===== src/rtl/mem_stage_lsu.sv =====
// Memory-stage load/store unit: routes requests to the D-cache or an MMIO window,
// aligns/extends load data, tracks MMIO timeouts and owns the MEM/WB register.
//
// state | meaning
// IDLE  | no access outstanding; a new aligned request is issued combinationally
// CACHE | D-cache access waiting for dc_ready_i
// MMIO  | MMIO access waiting for mmio_ack_i or the wait-cycle timeout
// HOLD  | access finished while WB was frozen; result parked until enable_i
module mem_stage_lsu #(
  parameter int unsigned     XLEN         = 32,
  parameter logic [XLEN-1:0] MMIO_BASE    = 32'h4000_0000,
  parameter int unsigned     MMIO_WORDS   = 16,
  parameter int unsigned     MMIO_TIMEOUT = 255
) (
  input  logic                          clk_i,
  input  logic                          rst_i,
  input  logic                          enable_i,
  input  logic                          flush_i,
  input  logic                          req_valid_i,
  input  logic                          req_we_i,
  input  logic [1:0]                    req_size_i,
  input  logic                          req_unsigned_i,
  input  logic [XLEN-1:0]               addr_i,
  input  logic [XLEN-1:0]               wdata_i,
  input  logic [XLEN-1:0]               alu_i,
  input  logic [XLEN-1:0]               pc4_i,
  input  logic [XLEN-1:0]               inst_i,
  input  logic [4:0]                    rd_i,
  input  logic                          regwen_i,
  input  logic [1:0]                    wbsel_i,
  output logic                          dc_valid_o,
  output logic                          dc_we_o,
  output logic [XLEN-1:0]               dc_addr_o,
  output logic [XLEN-1:0]               dc_wdata_o,
  output logic [XLEN/8-1:0]             dc_be_o,
  input  logic                          dc_ready_i,
  input  logic [XLEN-1:0]               dc_rdata_i,
  output logic                          mmio_cs_o,
  output logic                          mmio_we_o,
  output logic [$clog2(MMIO_WORDS)-1:0] mmio_addr_o,
  output logic [XLEN-1:0]               mmio_wdata_o,
  input  logic                          mmio_ack_i,
  input  logic [XLEN-1:0]               mmio_rdata_i,
  output logic                          stall_o,
  output logic [XLEN-1:0]               alu_wb_o,
  output logic [XLEN-1:0]               pc4_wb_o,
  output logic [XLEN-1:0]               inst_wb_o,
  output logic [4:0]                    rd_wb_o,
  output logic                          regwen_wb_o,
  output logic [1:0]                    wbsel_wb_o,
  output logic [XLEN-1:0]               mem_wb_o,
  output logic                          err_wb_o
);
  localparam int unsigned AW = $clog2(MMIO_WORDS);
  localparam int unsigned BW = XLEN / 8;
  localparam int unsigned CW = $clog2(MMIO_TIMEOUT + 1);
  localparam logic [XLEN:0] MMIO_LO = {1'b0, MMIO_BASE};
  localparam logic [XLEN:0] MMIO_HI = MMIO_LO + (XLEN+1)'(4 * MMIO_WORDS);

  typedef enum logic [1:0] {S_IDLE, S_CACHE, S_MMIO, S_HOLD} state_t;

  state_t          r_state, w_state_n;
  logic [CW-1:0]   r_cnt, w_cnt_n;
  logic [XLEN-1:0] r_hold_data;
  logic            r_hold_err;
  logic            r_kill;

  logic            w_is_mmio, w_mis, w_req, w_to, w_done, w_err;
  logic [XLEN-1:0] w_word, w_shift, w_ext, w_load;
  logic [BW-1:0]   w_be;
  logic [XLEN-1:0] w_wdata;

  assign w_is_mmio = ({1'b0, addr_i} >= MMIO_LO) && ({1'b0, addr_i} < MMIO_HI);
  assign w_mis     = req_valid_i && (((req_size_i == 2'd1) && addr_i[0]) ||
                                     ((req_size_i[1]) && (addr_i[1:0] != 2'b00)));
  assign w_req     = req_valid_i && !w_mis;
  assign w_to      = (r_state == S_MMIO) && (r_cnt == CW'(MMIO_TIMEOUT));
  assign w_err     = w_mis || w_to;

  always_comb begin
    w_done = 1'b0;
    case (r_state)
      S_IDLE:  w_done = w_req && (w_is_mmio ? mmio_ack_i : dc_ready_i);
      S_CACHE: w_done = dc_ready_i;
      S_MMIO:  w_done = mmio_ack_i || w_to;
      S_HOLD:  w_done = 1'b1;
      default: w_done = 1'b0;
    endcase
  end

  // Bus controls come straight from the MEM inputs: the stall freezes them while waiting.
  assign dc_valid_o   = !rst_i && w_req && !w_is_mmio &&
                        ((r_state == S_IDLE) || (r_state == S_CACHE));
  assign mmio_cs_o    = !rst_i && w_req && w_is_mmio &&
                        ((r_state == S_IDLE) || ((r_state == S_MMIO) && !w_to));
  assign stall_o      = !rst_i && w_req && !w_done && (r_state != S_HOLD);
  assign dc_we_o      = dc_valid_o && req_we_i;
  assign mmio_we_o    = mmio_cs_o && req_we_i;
  assign dc_addr_o    = {addr_i[XLEN-1:2], 2'b00};
  assign mmio_addr_o  = addr_i[AW+1:2];
  assign mmio_wdata_o = wdata_i;
  assign dc_be_o      = w_be;
  assign dc_wdata_o   = w_wdata;

  always_comb begin
    w_be    = '1;
    w_wdata = wdata_i;
    case (req_size_i)
      2'd0: begin
        w_be    = BW'(1) << addr_i[1:0];
        w_wdata = {BW{wdata_i[7:0]}};
      end
      2'd1: begin
        w_be    = BW'(3) << addr_i[1:0];
        w_wdata = {(BW/2){wdata_i[15:0]}};
      end
      default: ;
    endcase
  end

  assign w_word  = w_is_mmio ? mmio_rdata_i : dc_rdata_i;
  assign w_shift = w_word >> {addr_i[1:0], 3'b000};

  always_comb begin
    w_ext = w_shift;
    case (req_size_i)
      2'd0: w_ext = {{(XLEN-8){!req_unsigned_i && w_shift[7]}}, w_shift[7:0]};
      2'd1: w_ext = {{(XLEN-16){!req_unsigned_i && w_shift[15]}}, w_shift[15:0]};
      default: ;
    endcase
  end

  assign w_load = w_to ? '0 : w_ext;

  always_comb begin
    w_state_n = r_state;
    w_cnt_n   = r_cnt;
    case (r_state)
      S_IDLE: begin
        w_cnt_n = '0;
        if (w_req) begin
          if (w_done)         w_state_n = enable_i ? S_IDLE : S_HOLD;
          else if (w_is_mmio) w_state_n = S_MMIO;
          else                w_state_n = S_CACHE;
        end
      end
      S_CACHE: if (w_done) w_state_n = enable_i ? S_IDLE : S_HOLD;
      S_MMIO: begin
        if (w_done) w_state_n = enable_i ? S_IDLE : S_HOLD;
        else        w_cnt_n   = r_cnt + CW'(1);
      end
      S_HOLD:  if (enable_i) w_state_n = S_IDLE;
      default: w_state_n = S_IDLE;
    endcase
  end

  always_ff @(posedge clk_i) begin
    if (rst_i) begin
      r_state     <= S_IDLE;
      r_cnt       <= '0;
      r_hold_data <= '0;
      r_hold_err  <= 1'b0;
      r_kill      <= 1'b0;
      alu_wb_o    <= '0;
      pc4_wb_o    <= '0;
      inst_wb_o   <= '0;
      rd_wb_o     <= '0;
      regwen_wb_o <= 1'b0;
      wbsel_wb_o  <= '0;
      mem_wb_o    <= '0;
      err_wb_o    <= 1'b0;
    end else begin
      r_state <= w_state_n;
      r_cnt   <= w_cnt_n;
      if ((r_state != S_HOLD) && w_req && w_done && !enable_i) begin
        r_hold_data <= w_load;
        r_hold_err  <= w_to;
      end
      // A flush seen while the access is still owed must survive until its result retires.
      if (flush_i && (stall_o || (r_state == S_HOLD)) && !(enable_i && !stall_o))
        r_kill <= 1'b1;
      else if (enable_i && !stall_o)
        r_kill <= 1'b0;
      if (enable_i) begin
        if (flush_i || r_kill || stall_o) begin
          alu_wb_o    <= '0;
          pc4_wb_o    <= '0;
          inst_wb_o   <= '0;
          rd_wb_o     <= '0;
          regwen_wb_o <= 1'b0;
          wbsel_wb_o  <= '0;
          mem_wb_o    <= '0;
          err_wb_o    <= 1'b0;
        end else begin
          alu_wb_o    <= alu_i;
          pc4_wb_o    <= pc4_i;
          inst_wb_o   <= inst_i;
          rd_wb_o     <= rd_i;
          wbsel_wb_o  <= wbsel_i;
          if (r_state == S_HOLD) begin
            mem_wb_o    <= r_hold_data;
            err_wb_o    <= r_hold_err;
            regwen_wb_o <= regwen_i && !r_hold_err;
          end else begin
            mem_wb_o    <= w_load;
            err_wb_o    <= w_err;
            regwen_wb_o <= regwen_i && !w_err;
          end
        end
      end
    end
  end
endmodule


===== config.mk =====
export PLATFORM = sky130hd
export DESIGN_NAME = mem_stage_lsu
export DESIGN_NICKNAME = d
export VERILOG_FILES = /design/src/rtl/mem_stage_lsu.sv
export SDC_FILE = /design/constraint.sdc
export NUM_CORES = 1
export LEC_CHECK = 0
export CAP_MARGIN = 25
export CELL_PAD_IN_SITES_DETAIL_PLACEMENT = 0
export CELL_PAD_IN_SITES_GLOBAL_PLACEMENT = 1
export CORE_AREA = 2 2 192 194
export DETAILED_ROUTE_END_ITERATION = 16
export DIE_AREA = 0 0 194 196
export PLACE_DENSITY = 0.72
export RECOVER_POWER = 100
export SETUP_SLACK_MARGIN = 0.3
export SYNTH_ARGS = -nofsm -noshare
export SYNTH_HDL_FRONTEND = slang
export SYNTH_SLANG_ARGS = --single-unit

===== constraint.sdc =====
create_clock -name clk_i -period 6.45 [get_ports clk_i]
set_input_delay 1.29 -clock clk_i [delete_from_list [all_inputs] [get_ports clk_i]]
set_output_delay 1.29 -clock clk_i [all_outputs]
set_load 0.02 [all_outputs]

==> out/metrics.cfg, run 1 <==
[outcome]
status = complete, no violations

[logic_synthesis]
yosys.cell_types.count = 59
synth_top_family_by_area = compound AO/OA/AOI/OAI gates
ys_warn_count = 0
ys_ff_latch = 181
synthCells = 984
ys_top_cells_by_area = dfxtp_1 42%, a22oi_1 12%, buf_4 6.8%, nor2_1 6.2%, mux2_2 5.8%
synth_largest_type_area_fraction = 0.422
synthAdderAreaFrac = 0.00728
synth_flop_cell = dfxtp_1
synthSimpleGateAreaFrac = 0.140
ys_seq_area_frac = 0.422
synth_top_area_cell = dfxtp_1
muxShareOfSynthArea = 0.0789
synth.avg_cell_area_um2 = 8.73
ys_async_sr_fraction = 0
synth_compound_area_frac = 0.238
synth_xor_area_frac = 0
synth_edf_count = 0
netlist_area_um2 = 8590

[clocking]
cts_buffer_depth = 2
clk-insertion-delay-late_ns = 0.43
cts_setup_buffers = 0
ctsResizeCount = 0
numCtsBuffers = 17
cts_tree = yes
hold_buffers = 0
cts.sinks = 181
htreeDepth = 4
clkTransAtPathRegs_ns = 0.07
cts_root_buf = clkbuf_16

[floorplanning]
start_util = 0.238
fp.dieW_um = 194
io_pins = 489
core_area_um2 = 36100
fp-row-count = 70
die_h_um = 196
dieArea_um2 = 38000

[timing]
rsz0062_at_grt = false
tns_ns = 0
layout_min_cycle_time_ns = 5.74
hold_ws_ns = 0.457
fmax_mhz = 174
fin_skew_ns = 0.0148
slew_viol_final = 0
worst_pin_slew_ns = 1.37
fin_crit_sh = 0.891
maxSlewHeadroom = 0.0857
fin_ws_ns = 0.706
final-setup-viol-count = 0
hold_viol = 0

[place]
dp.cells = 1793
place_hpwl_um = 26100
dpl_cell_area_um2 = 13200
routabilityCongestion = 0.820
dpl_worst_slack_ns = 1.03
portBuffers = 474

[pwr]
p_per_area_nw_per_um2 = 227
swShare = 0.316
p_total_mw = 3.11
clock_power_share = 0.347
leakage_nw = 5.50
switching_power_mw = 0.984
internal_power_mw = 2.13
comb_power_share = 0.263
peakVddDrop_mv = 0.172
power_frac_seq = 0.390

[hold_path]
min_from = r_hold_data[14]$_SDFFE_PP0P_
hold_path.class = flip-flop to flip-flop

[global_route]
grt_pass1_vias = 8515
grt_max_degree = 76
gr-total-overflow = 0
grt_pass1_wl_um = 51900
antenna_found_initial = 4
grt_usage = 0.174

[route]
drtIter0Drc = 539
drt_wl_total_um = 34700
drtPass1Iterations = 7
drc = 0
post_drt_wl_per_cell_um = 19.0
final_antenna_net_count = 0
num_vias = 8749
vias_per_cell = 4.79

[setup_path]
start_kind = input pin
required_ns = 5.16
crit_arrival_ns = 4.45
worst-setup-path-type = input pin to primary output
crit-reg2reg-launch = r_state[0]$_SDFFE_PP0P_
crit_start = addr_i[7]
crit_fanout = 34
end_kind = primary output

[job]
cap_violations = 0

[final_layout]
drive_gt1_frac = 0.0737
nFillCells = 3705
postLayoutCellArea_um2 = 13700
nets = 1592
final_cell_count_no_fill = 1826
final_common_cell = clkdlybuf4s50_1
finish.utilization = 0.381
final_cell_mix = 239 x clkdlybuf4s50_1, 234 x dlygate4sd3_1, 181 x dfxtp_1
area_growth_pct = 59.8

cells in the mapped netlist (all sizes together), types with 3 or more instances:
cell type,instances
a211o,7
a211oi,3
a21oi,19
a222oi,16
a22oi,133
a311oi,5
a31oi,7
and2,5
and3,5
buf,97
clkbuf,51
dfxtp,181
ha,5
inv,28
mux2,44
mux2i,16
nand2,59
nand3,16
nand4,3
nor2,143
nor3,15
nor4,8
o211ai,8
o21ai,66
o22ai,11
or2,3
or3,4
worst paths after layout:
check,endpoint,slack (ns),depth (start not counted)
setup / recovery,dc_we_o,0.71,8
hold / removal,mem_wb_o[14]$_SDFFE_PP0P_,0.46,2
setup reg to reg,pc4_wb_o[14]$_SDFFE_PP0P_,1.86,10
hold reg to reg,mem_wb_o[14]$_SDFFE_PP0P_,0.46,2
sequential cells by signal (all words and copies together) (netlist names):
register,count
alu_wb_o,32
err_wb_o,1
inst_wb_o,32
mem_wb_o,32
pc4_wb_o,32
r_cnt,8
r_hold_data,32
r_hold_err,1
r_kill,1
r_state,2
rd_wb_o,5
regwen_wb_o,1
wbsel_wb_o,2
cells by family (layout without fill, tap and decap cells):
group                    count (synthesis)  after routing
buffers and inverters                  176            548
adder cells (fa/ha/maj)                  5              5
other                                    1              3
flip-flops                             181            181
AND/OR/NAND/NOR                        269            269
multiplexers                            61             61
AO/OA/AOI/OAI                          291            291
metal layers:
layer  GRT usage  up-vias  routed length, um
met1       0.233     4184              15500
met2       0.275      300              16400
met4      0.0530        4                734
met5           0        -                 30
met3      0.0430       40               2070
li1            -     4221                  -
layout make-up:
type	instances	area (um^2)	area share
Clock buffer	20	447	0.0325
Tap cell	468	586	0.0426
Antenna cell	1	2.50	0.000182
Multi-Input combinational cell	628	3970	0.289
Timing Repair Buffer	488	4860	0.354
Inverter	28	106	0.00774
Clock inverter	12	146	0.0107
Sequential cell	181	3620	0.264
critical path: stages:
cell and delay, ns:
dlygate4sd3_1 0.55, nor4_1 0.76, nand4_2 0.27, nor2_1 0.22, buf_4 0.45, nor4_1 0.19, and2_1 0.19, clkdlybuf4s50_1 0.53
power by group through the flow:
stage	Combinational [mW]	Sequential (mW)	Clock [mW]
detailed placement	0.855	1.24	0
finish	0.819	1.21	1.08
CTS	0.858	1.21	1.12
global route	0.887	1.22	1.17
floorplan	0.418	1.28	0
global placement	0.849	1.24	0
Power figures use the tool's default switching activity.
==> inputs of run 2 (changes only) <==
--- a/config.mk
+++ b/config.mk
@@ -13,7 +13,6 @@
 export DIE_AREA = 0 0 194 196
 export PLACE_DENSITY = 0.72
 export RECOVER_POWER = 100
-export SETUP_SLACK_MARGIN = 0.3
 export SYNTH_ARGS = -nofsm -noshare
 export SYNTH_HDL_FRONTEND = slang
 export SYNTH_SLANG_ARGS = --single-unit
==> results of run 2 <==
Final layout, timing and power as in run 1 (identical DEF).
